--- src/rtl/mc_sequencer_pkg.sv ---
// Shared types and opcode constants for the multi-cycle control sequencer.
package mc_sequencer_pkg;

  typedef struct packed {
    logic       reg_wr_en;
    logic       mem_wr_en;
    logic [3:0] mem_byt_en;
  } t_ctrl;

  typedef enum logic [2:0] {
    IDLE,
    FETCH,
    DECODE,
    EXEC,
    MEM,
    WB,
    TRAP
  } t_seq_state;

  typedef enum logic [1:0] {
    NONE,
    ILLEGAL,
    IMEM_TO,
    DMEM_TO
  } t_trap_cause;

  localparam logic [6:0] OP_R     = 7'b0110011;
  localparam logic [6:0] OP_I     = 7'b0010011;
  localparam logic [6:0] OP_LOAD  = 7'b0000011;
  localparam logic [6:0] OP_STORE = 7'b0100011;

  localparam int N_SUPPORTED = 4;
  localparam logic [6:0] SUPPORTED_OPCODES [N_SUPPORTED] = '{OP_R, OP_I, OP_LOAD, OP_STORE};

  function automatic logic is_supported(input logic [6:0] op);
    logic hit;
    hit = 1'b0;
    for (int i = 0; i < N_SUPPORTED; i++) begin
      if (op == SUPPORTED_OPCODES[i]) hit = 1'b1;
    end
    return hit;
  endfunction

endpackage

--- src/rtl/mc_sequencer_mem_wait_timer.sv ---
// Wait-cycle counter shared by instruction fetch and data access; tc flags the
// last cycle a request may stay unacknowledged.
module mc_sequencer_mem_wait_timer #(
  parameter int MEM_TIMEOUT = 16
) (
  input  logic clk,
  input  logic rst_n,
  input  logic clr,
  input  logic inc,
  output logic tc
);

  localparam int CW = (MEM_TIMEOUT > 1) ? $clog2(MEM_TIMEOUT) : 1;
  localparam logic [CW-1:0] TC_VAL = CW'(MEM_TIMEOUT - 1);

  logic [CW-1:0] cnt_q, cnt_d;

  always_comb begin
    cnt_d = cnt_q;
    if (clr) begin
      cnt_d = '0;
    end else if (inc) begin
      cnt_d = cnt_q + CW'(1);
    end
  end

  always_ff @(posedge clk or negedge rst_n) begin
    if (!rst_n) cnt_q <= '0;
    else        cnt_q <= cnt_d;
  end

  assign tc = (cnt_q == TC_VAL);

endmodule

--- src/rtl/mc_sequencer.sv ---
// Multi-cycle FETCH/DECODE/EXEC/MEM/WB sequencer: stage strobes, memory
// handshakes, trap detection and retired-instruction count.
module mc_sequencer
  import mc_sequencer_pkg::*;
#(
  parameter int MEM_TIMEOUT = 16,
  parameter int INSTRET_W   = 32
) (
  input  logic                 clk,
  input  logic                 rst_n,
  input  logic                 en,
  input  logic                 halt_req,
  input  logic [6:0]           opcode,
  input  t_ctrl                ctrl,
  output logic                 imem_req,
  input  logic                 imem_ack,
  output logic                 dmem_req,
  output logic                 dmem_we,
  input  logic                 dmem_ack,
  output logic                 ir_ld,
  output logic                 alu_ld,
  output logic                 mdr_ld,
  output logic                 rf_wr_en,
  output logic                 pc_ld,
  output logic                 busy,
  output logic                 trap,
  output t_trap_cause          trap_cause,
  output logic [INSTRET_W-1:0] instret
);

  t_seq_state            state_q, state_d;
  t_trap_cause           cause_q, cause_d;
  logic [INSTRET_W-1:0]  instret_q, instret_d;
  logic                  tmr_clr, tmr_inc, tmr_tc;

  mc_sequencer_mem_wait_timer #(.MEM_TIMEOUT(MEM_TIMEOUT)) u_timer (
    .clk   (clk),
    .rst_n (rst_n),
    .clr   (tmr_clr),
    .inc   (tmr_inc),
    .tc    (tmr_tc)
  );

  // Handshake: a request stays high and stable until the cycle its ack is
  // seen; the ack-qualified strobes (ir_ld, mdr_ld) fire in that same cycle.
  always_comb begin
    state_d   = state_q;
    cause_d   = cause_q;
    instret_d = instret_q;
    tmr_inc   = 1'b0;
    imem_req  = 1'b0;
    dmem_req  = 1'b0;
    dmem_we   = 1'b0;
    ir_ld     = 1'b0;
    alu_ld    = 1'b0;
    mdr_ld    = 1'b0;
    rf_wr_en  = 1'b0;
    pc_ld     = 1'b0;
    case (state_q)
      IDLE: begin
        if (en) state_d = FETCH;
      end
      FETCH: begin
        imem_req = 1'b1;
        if (imem_ack) begin
          ir_ld   = 1'b1;
          state_d = DECODE;
        end else if (tmr_tc) begin
          state_d = TRAP;
          cause_d = IMEM_TO;
        end else begin
          tmr_inc = 1'b1;
        end
      end
      DECODE: begin
        if (!is_supported(opcode)) begin
          state_d = TRAP;
          cause_d = ILLEGAL;
        end else begin
          state_d = EXEC;
        end
      end
      EXEC: begin
        alu_ld  = 1'b1;
        state_d = (|ctrl.mem_byt_en) ? MEM : WB;
      end
      MEM: begin
        dmem_req = 1'b1;
        dmem_we  = ctrl.mem_wr_en;
        if (dmem_ack) begin
          mdr_ld  = !ctrl.mem_wr_en;
          state_d = WB;
        end else if (tmr_tc) begin
          state_d = TRAP;
          cause_d = DMEM_TO;
        end else begin
          tmr_inc = 1'b1;
        end
      end
      WB: begin
        rf_wr_en  = ctrl.reg_wr_en;
        pc_ld     = 1'b1;
        instret_d = instret_q + INSTRET_W'(1);
        state_d   = halt_req ? IDLE : FETCH;
      end
      TRAP: begin
      end
      default: state_d = IDLE;
    endcase
  end

  // Every state change restarts the wait count for the next request.
  assign tmr_clr = (state_d != state_q);

  always_ff @(posedge clk or negedge rst_n) begin
    if (!rst_n) begin
      state_q   <= IDLE;
      cause_q   <= NONE;
      instret_q <= '0;
    end else begin
      state_q   <= state_d;
      cause_q   <= cause_d;
      instret_q <= instret_d;
    end
  end

  assign busy       = (state_q != IDLE) && (state_q != TRAP);
  assign trap       = (state_q == TRAP);
  assign trap_cause = cause_q;
  assign instret    = instret_q;

endmodule

--- config.mk ---
export PLATFORM = sky130hd
export DESIGN_NAME = mc_sequencer
export DESIGN_NICKNAME = d
export VERILOG_FILES = /design/src/rtl/mc_sequencer_pkg.sv /design/src/rtl/mc_sequencer_mem_wait_timer.sv /design/src/rtl/mc_sequencer.sv
export SDC_FILE = /design/constraint.sdc
export NUM_CORES = 1
export LEC_CHECK = 0
export ABC_AREA = 1
export CAP_MARGIN = 20
export CORE_ASPECT_RATIO = 1.4
export CORE_MARGIN = 5
export CORE_UTILIZATION = 53
export CTS_CLUSTER_SIZE = 30
export DETAILED_ROUTE_END_ITERATION = 16
export PLACE_DENSITY_LB_ADDON = 0.08
export SLEW_MARGIN = 20
export SYNTH_ARGS = -nofsm -noshare
export SYNTH_HDL_FRONTEND = slang
export SYNTH_HIERARCHICAL = 1
export SYNTH_SLANG_ARGS = --single-unit
--- constraint.sdc ---
create_clock -name clk -period 3.75 [get_ports clk]
set_clock_uncertainty 0.15 [all_clocks]
set_input_delay 1.125 -clock clk [delete_from_list [all_inputs] [get_ports clk]]
set_output_delay 1.125 -clock clk [all_outputs]
set_load 0.01 [all_outputs]
==> results of run 1 <==
final timing paths:
check | cells past startpoint | end | start
max in group asynchronous | 1 | u_timer/cnt_q[3] | rst_n
worst min-delay path | 2 | trap_cause[1] | trap_cause[1]
worst max-delay path | 4 | mdr_ld | dmem_ack
worst max register to register | 16 | u_timer/cnt_q[3] | u_timer/cnt_q[0]
worst min register to register | 2 | trap_cause[1] | trap_cause[1]
min in group asynchronous | 1 | instret[8] | rst_n
report_power, final:
| group | leakage, nW | switching [mW] | total (mW) | internal (mW) |
|---|---|---|---|---|
| combinational | 1.00 | 0.298 | 0.512 | 0.214 |
| clock | 0.0585 | 0.152 | 0.369 | 0.217 |
| sequential | 0.557 | 0.0675 | 0.554 | 0.487 |
worst reg2reg max path, cell delays in order (launching register included):
cell and delay, ps:
sky130_fd_sc_hd__dfrtp_1 380, sky130_fd_sc_hd__ha_1 180, sky130_fd_sc_hd__nand2_1 70, sky130_fd_sc_hd__nor2_1 220
sky130_fd_sc_hd__inv_1 120, sky130_fd_sc_hd__nor2_1 100, sky130_fd_sc_hd__nand2_1 100, sky130_fd_sc_hd__nand3_1 130
sky130_fd_sc_hd__nand2_1 50, sky130_fd_sc_hd__nand2_1 70, sky130_fd_sc_hd__inv_1 40, sky130_fd_sc_hd__nand3_1 140
sky130_fd_sc_hd__nor2_2 90, sky130_fd_sc_hd__nor2_4 100, sky130_fd_sc_hd__nand3_1 70, sky130_fd_sc_hd__nand2_1 60
sky130_fd_sc_hd__nor2_1 40
cells by family after synthesis:
family / after synthesis / synth area share (%)
adders and majority gates: 2 / 0.989
xor gates and xnor gates: 16 / 5.84
DFF: 41 / 40.6
buffers and inverters: 40 / 6.73
AOI/OAI and AO/OA: 12 / 2.82
and+or+nand+nor: 241 / 43.1
flip-flops by register name, summed over array words and instances (netlist names):
name           count
instret           32
u_timer/cnt_q      4
state_q            3
trap_cause         2
synthesized netlist by cell type:
| cell | number | area, µm² |
|---|---|---|
| sky130_fd_sc_hd__nand2_1 | 130 | 488 |
| sky130_fd_sc_hd__nor2_1 | 61 | 229 |
| sky130_fd_sc_hd__dfrtp_1 | 41 | 1030 |
| sky130_fd_sc_hd__inv_1 | 35 | 131 |
| sky130_fd_sc_hd__nand3_1 | 17 | 85.1 |
| sky130_fd_sc_hd__nand3b_1 | 11 | 82.6 |
| sky130_fd_sc_hd__xor2_1 | 11 | 96.3 |
| sky130_fd_sc_hd__a21oi_1 | 6 | 30.0 |
| sky130_fd_sc_hd__nand4_1 | 5 | 31.3 |
| sky130_fd_sc_hd__nor3_1 | 4 | 20.0 |
| sky130_fd_sc_hd__xnor2_1 | 4 | 35.0 |
| sky130_fd_sc_hd__nor2_2 | 3 | 18.8 |
| sky130_fd_sc_hd__nor2_4 | 3 | 33.8 |
| sky130_fd_sc_hd__ha_1 | 2 | 25.0 |
| sky130_fd_sc_hd__nor2_8 | 2 | 40.0 |
| sky130_fd_sc_hd__o21ai_0 | 2 | 10.0 |
| sky130_fd_sc_hd__a211oi_1 | 1 | 7.51 |
| sky130_fd_sc_hd__a21boi_0 | 1 | 7.51 |
| sky130_fd_sc_hd__a31o_2 | 1 | 8.76 |
| sky130_fd_sc_hd__and2_1 | 1 | 6.26 |
| sky130_fd_sc_hd__buf_2 | 1 | 5.00 |
| sky130_fd_sc_hd__clkbuf_8 | 1 | 13.8 |
| sky130_fd_sc_hd__clkinv_2 | 1 | 5.00 |
| sky130_fd_sc_hd__inv_2 | 1 | 3.75 |
| sky130_fd_sc_hd__inv_8 | 1 | 11.3 |
| sky130_fd_sc_hd__nand2_2 | 1 | 6.26 |
| sky130_fd_sc_hd__nand2_4 | 1 | 11.3 |
| sky130_fd_sc_hd__nand2_8 | 1 | 20.0 |
| sky130_fd_sc_hd__nand3_4 | 1 | 17.5 |
| sky130_fd_sc_hd__o21bai_1 | 1 | 7.51 |
| sky130_fd_sc_hd__xor2_2 | 1 | 16.3 |
layout make-up:
type / instances / area, µm²
Timing Repair Buffer: 60 / 596
Tap cell: 62 / 77.6
Multi-Input combinational cell: 271 / 1330
Clock buffer: 7 / 86.3
Inverter: 38 / 151
Clock inverter: 1 / 30.0
Sequential cell: 41 / 1030
Fill cell: 397 / 1270
per-layer routing:
layer	routed length, µm	up-vias	GRT usage (%)
met4	210	0	9.45
li1	-	1222	-
met1	2250	1104	22.3
met3	256	17	4.40
met2	3260	63	37.5
met5	0	-	0
through the flow:
stage | utilization (%) | hold slack [ps] | power [mW] | cells
final | 72.2 | 340 | 1.44 | 480
after detailed placement | 69.6 | 320 | 1.07 | 472
after CTS | 72.2 | 343 | 1.45 | 480
after floorplan | - | 318 | 0.875 | 352
after global routing | 72.2 | 379 | 1.53 | 480
after global placement | 69.6 | 320 | 1.06 | 472
==> impl_metrics.ini, run 1 <==
[floorplan]
initial_utilization_pct = 55.3
die_h_um = 91.7
dieArea_mm2 = 0.00627
floorplan.core_area_mm2 = 0.00457
i_o_pin_count = 63
fp.dieW_um = 68.4
row_count = 29

[flow_run]
drv_cap = 0

[logic_synthesis]
number_of_synthesized_register_bits = 41
average_cell_area_after_synthesis_um2 = 7.19
ys.warnings.count = 6
post_synth_num_cell_types = 31
synth_cells = 352
postSynthNetCount = 373
mappedNetlistArea_mm2 = 0.00253
synth_sequential_area_ratio_pct = 40.6

[global_route]
grt_max_degree = 42
grt.overflow.total = 0
groute.usage.overall_pct = 20.9
grt_pass1_wl_mm = 10.2
first_global_vias = 2380
grt_antenna_before_repair = 0

[sta]
post-route-period-util_pct = 96.5
hold_violations = 0
timing.setup.tns_ps = 0
fmax_mhz = 276
maxSlewHeadroom_pct = 39.3
finalSetupViolCount = 0
timing_worst_slew_pin_value_ps = 910
final.min_clock_period_ps = 3620
timing.final.max_slew_violations = 0
finalWorstSetupSlack_ps = 131
setup_repair_after_global_routing_missed_its_margin = no

[setup_path]
critPathTopFamily = buffers and inverters
crit_slowest_cell = sky130_fd_sc_hd__clkdlybuf4s50_1
timing.critical_path.to_type = output pin
worstSetupStartpointType = primary input
timing.critical_path.slowest_cell_delay_ps = 540
timing.reg2reg.setup_slack_ps = 1550
crit_path_cell_trace = clkdlybuf4s50_1 > nand2_1 > nor2_1 > clkdlybuf4s50_1
critPathArrivalTime_ps = 2340
critical_path_peak_fanout = 3
cp.required_ps = 2470
crit_buf_inv = 2
most_frequent_cell_on_the_critical_path = sky130_fd_sc_hd__clkdlybuf4s50_1
path_class = primary input to output pin

[placed_design]
detailedPlacementHpwl_mm = 4.69
placement.cell_area_mm2 = 0.00318
port-buffer-count = 60
dp_worst_setup_slack_ps = 128
gp_congestion = 0.877

[final_layout]
mostFrequentLayoutCells = sky130_fd_sc_hd__nand2_1 (130), sky130_fd_sc_hd__nor2_1 (61), sky130_fd_sc_hd__clkdlybuf4s50_1 (59)
diodes = 0
synthToLayoutAreaGrowth_pct = 30.5
layout.cells.most_common = sky130_fd_sc_hd__nand2_1
drive_above_1_share_pct = 5.98
fin_area_mm2 = 0.00330
design.final.nets = 438

[clocking]
post-cts-setup-buffers = 0
post_cts_hold_buffer_count = 0
cts-root-to-sink-buffers = 2
cts_buf_count = 5
h-tree-depth = 2
ctsResizeCount = 0
cts-root-buf = sky130_fd_sc_hd__clkbuf_8
tritoncts = built
insertion_delay_ps = 290
cts_num_sinks = 41
clk_transition_reported_paths_ps = 70

[power]
power_per_cell_area_mw_per_mm2 = 435
power.leakage_nw = 1.62
worst_ir_drop_vdd_mv = 0.376

[hold_path]
class_of_the_tightest_hold_or_removal_check = flop to flop

[run_status]
run_status = finished, final reports clean

[drt]
drc_errors = 0
detail_route.iter0.violations = 189
number_of_iterations_in_the_first_detailed_routing_pass = 5
vias_per_cell = 5.01
route.vias.total = 2406
route.final.wire_length_mm = 5.98
wire_per_inst_um = 12.5
drt.antenna.violating_nets = 0
Power figures use the tool's default switching activity.
==> run 2, diff against run 1 <==
- TNS_END_PERCENT: not set -> 5
==> results of run 2 <==
No change in the layout: final DEF, timing and power equal those of run 1.
==> edit 1, RTL diff (settings of run 1) <==
The 7 states of `t_seq_state` get a one-hot encoding in 7 bits.
--- a/src/rtl/mc_sequencer_pkg.sv
+++ b/src/rtl/mc_sequencer_pkg.sv
@@ -9,10 +9,10 @@
 
-  typedef enum logic [2:0] {
-    IDLE,
-    FETCH,
-    DECODE,
-    EXEC,
-    MEM,
-    WB,
-    TRAP
+  typedef enum logic [6:0] {
+    IDLE   = 7'b0000001,
+    FETCH  = 7'b0000010,
+    DECODE = 7'b0000100,
+    EXEC   = 7'b0001000,
+    MEM    = 7'b0010000,
+    WB     = 7'b0100000,
+    TRAP   = 7'b1000000
   } t_seq_state;
Behaviour: same outputs for any inputs over 10 cycles, from zero or initial values and one cycle with rst_n low; not proved beyond that.
==> edit 1 against run 1 <==
- die area increased by 8.5%
- setup slack improved by 0.022 ns
- wire length grew 15%
- non-clock buffer count increased by 4
- cell area up 8.9%
- total power shrank 15%
- synthesized area up 9.8%
- sequential cell count increased by 4
- critical path depth did not move
- critical path type unchanged
- largest power group unchanged
==> edit 1: results (changes against run 1) <==
Commonest cells post-synth - nand2_1, inv_1, nor2_1, dfrtp_1, xor2_1
Largest net degree at the start of global routing - 46 (+9.5%)
Status - finished clean
Area post-placement - 3477 sq um (+9.2%)
Fin nets - 467 (+6.6%)
Ant diodes - 0 (unchanged)
Async SR Flop Fraction - 1.000 (unchanged)
Internal - 852.9 uW (-7.0%)
Dpl hpwl - 5470 um (+17%)
Final GP Congestion - 0.8693 (-0.87%)
Share of layout cells above drive strength 1 - 0.07383 (+0.01402)
Clock-pin slew of the registers on the worst-case setup and hold paths - 0.08 ns
CTS Buf Count - 5 (unchanged)
Hold WC Path Type - register to register
Post-synth top flop - dfrtp_1
Root Buffer - clkbuf_8
CP max FO - 3 (unchanged)
Leak Pwr - 0.001708 uW (+5.5%)
Post-CTS Setup Repair Bufs - 0 (unchanged)
Worst IR Drop VDD - 254.1 uV (-32%)
Total Wirelength - 6864 um (+15%)
Hold wc startpoint - trap_cause[0]$_DFFE_PN0P_
Ranking of synthesized cells by area - dfrtp_1, nand2_1, inv_1
Antenna violations before repair - 0 (unchanged)
Vias in the first global route - 2694 (+13%)
H-tree depth - 2 (unchanged)
Distinct cells, synth - 30 (-3.2%)
Clk buf depth - 2 (unchanged)
Crit path from - imem_ack
First-pass GRT wire length - 11900 um (+16%)
Worst-Margin Slew - 0.5608 ns (-0.3493 ns)
Fin Setup TNS - 0 ns (unchanged)
Post-synthesis sequential area ratio - 0.4059 (about the same)
I/O Buffers - 60 (unchanged)
GRT Total Usage - 0.2190 (+0.01045)
Mapped Nets - 398 (+6.7%)
Count leader, synth - nand2_1
Synth Warn # - 6 (unchanged)
First drt pass iteration count - 4 (-1)
FF-to-FF Start - state_q[4]$_DFF_PN0_
Cts repair resizes - 0 (unchanged)
Max reg flops - 32 (unchanged)
Via count - 2625 (+9.1%)
Clock latency on the worst-skew pair - 0.29 ns (about the same)
Final Max Tran Viols - 0 (unchanged)
First DRT Iteration DRCs - 82 (-57%)
Arrival @ worst endpoint - 2.32 ns (-0.02 ns)
==> edit 1: final cells by class <==
class	instances	area, sq um
multi-input combinational	271	1420
clock buffer	7	86.33
clock inverter	1	30.03
fill	473	1524
inverter	59	221.5
sequential	45	1127
tap	66	82.58
timing repair buffer	64	628.1
==> edit 1: layer usage <==
layer  track usage  share of wire
met3       0.04114          0.044
met1        0.2388           0.39
met2        0.4072           0.54
met4       0.09561          0.033
met5             0              0
==> edit 1: worst paths after layout <==
kind                                                end  slack [ns]  depth (start not counted)
max                                               ir_ld        0.15                          4
min                           trap_cause[0]$_DFFE_PN0P_        0.37                          2
min reg2reg                   trap_cause[0]$_DFFE_PN0P_        0.37                          2
min in group asynchronous          state_q[2]$_DFF_PN0_        0.67                          1
max reg2reg                u_timer/cnt_q[3]$_DFFE_PN0P_        1.25                         15
max in group asynchronous       instret[26]$_DFFE_PN0N_        2.40                          1
==> edit 1: power groups by stage <==
stage / registers, uW / clock network, uW / logic (uW)
after floorplan: 545 / 0 / 196
after global placement: 545 / 0 / 303
after detailed placement: 545 / 0 / 315
after CTS: 535 / 387 / 315
after global routing: 539 / 404 / 357
final: 536 / 374 / 314
==> edit 1: critical path, stage by stage <==
cell             delay (ns)
clkdlybuf4s50_1        0.50
nand2_1                0.10
inv_1                  0.07
clkdlybuf4s50_1        0.53
==> edit 1: cell families after synthesis <==
group | synth area share
buffers and inverters | 0.08288
and+or+nand+nor | 0.3590
adders and majority gates | 0.009008
DFF | 0.4059
AOI/OAI and AO/OA | 0.04865
xor gates and xnor gates | 0.09459
==> edit 1: stage by stage <==
step	hold WS, ns	setup WS [ns]	std cells
3_5_place_dp	0.3461	0.1497	505
4_1_cts	0.3663	0.1446	513
2_1_floorplan	0.3178	1.128	377
6_report	0.3659	0.1532	513
3_3_place_gp	0.3282	0.1545	505
5_1_grt	0.3889	0.08002	513
==> edit 2, RTL diff (flow settings as in run 1) <==
Without the edit above. The parameter `INSTRET_W` goes from 32 to 48.
--- a/src/rtl/mc_sequencer.sv
+++ b/src/rtl/mc_sequencer.sv
@@ -6,3 +6,3 @@
   parameter int MEM_TIMEOUT = 16,
-  parameter int INSTRET_W   = 32
+  parameter int INSTRET_W   = 48
 ) (
Ports: changed (resized instret); port bits go from 63 to 79. The function was not compared with the original's and may differ.
==> edit 2 against run 1 <==
- die area increased by 29%
- global-route usage increased by 1.3 points
- synthesized cell count increased by 29%
- sequential cell count increased by 16
- sequential power increased by 30%
- setup slack improved by 0.0036 ns
- combinational power decreased by 9.2%
- sequential share of layout area increased by 1.1 points
- synthesized area increased by 34%
- total power increased by 24%
- critical path depth unchanged
- cell area increased by 34%
- wire length increased by 47%
- highest routed layer unchanged
==> edit 2: results (changes against run 1) <==
Max reg flops - 48 (+50%)
Leak Pwr - 0.002013 uW (+24%)
CTS Buf Count - 9 (+4)
Via count - 3263 (+36%)
Post-synthesis sequential area ratio - 0.4213 (+0.01575)
Distinct cells, synth - 28 (-9.7%)
Worst IR Drop VDD - 220.3 uV (-41%)
Dpl hpwl - 6899 um (+47%)
Synth Area in Compound Gates - 0.02587 (-0.002321)
Clock latency on the worst-skew pair - 0.35 ns (+0.06 ns)
Clock share of power - 0.332 (+0.075)
Dpl ws - 0.1350 ns (+0.007401 ns)
Final Max Tran Viols - 0 (unchanged)
Adder-Cell Fraction of Synth Area - 0.007391 (-0.002500)
GRT Total Usage - 0.2218 (+0.01319)
R2R depth - 12 (-4)
P_comb - 465 uW (-9.2%)
Commonest cells post-synth - nand2_1, nor2_1, inv_1, dfrtp_1, nand3_1
Xor and xnor area share after synthesis - 0.07243 (+0.01407)
Internal - 1185 uW (+29%)
H-tree depth - 3 (+1)
Status - finished clean
Mapped Nets - 475 (+27%)
Period utilisation layout - 0.9640 (about the same)
Largest net degree at the start of global routing - 25 (-40%)
Rel. slew slack - 0.5575 (+0.1642)
Vias in the first global route - 3224 (+35%)
First DRT Iteration DRCs - 170 (-10%)
Ranking of synthesized cells by area - dfrtp_1, nand2_1, nor2_1
WHS - 0.3371 ns (-0.003271 ns)
CP endpoint - mdr_ld
Share of layout cells above drive strength 1 - 0.06947 (+0.009661)
Post-CTS Setup Repair Bufs - 0 (unchanged)
First-pass GRT wire length - 14600 um (+43%)
First drt pass iteration count - 4 (-1)
Reg2reg setup slack - 1.62 ns (+0.07 ns)
Fin nets - 563 (+29%)
I/O Buffers - 76 (+27%)
Drt wl/cell - 14.21 um (+14%)
FF-to-FF Start - u_timer/cnt_q[1]$_DFFE_PN0P_
==> edit 2: cell type report <==
cell class | count | area (sq um)
inverter | 61 | 229.0
sequential | 57 | 1426
timing repair buffer | 79 | 778.2
multi-input combinational | 334 | 1705
clock inverter | 7 | 78.83
clock buffer | 9 | 123.9
fill | 518 | 1779
tap | 72 | 90.09
==> edit 2: metal layers <==
layer / part of all wire / vias to the layer above / GRT usage / routed length [um]
met5: 0 / - / 0 / 0
li1: - / 1619 / - / -
met3: 0.065 / 30 / 0.05766 / 573
met4: 0.043 / 0 / 0.1216 / 374
met1: 0.40 / 1498 / 0.2624 / 3504
met2: 0.49 / 116 / 0.3633 / 4344
==> edit 2: worst max-delay path, stage by stage <==
cell	delay, ns
clkdlybuf4s50_1	0.50
nand2_1	0.08
nor2_1	0.09
clkdlybuf4s50_1	0.54
==> edit 2: metrics by stage <==
step,area (sq um),std cells
6_report,4432,619
5_1_grt,4432,619
4_1_cts,4432,619
3_5_place_dp,4229,603
3_3_place_gp,4229,603
2_1_floorplan,3386,454
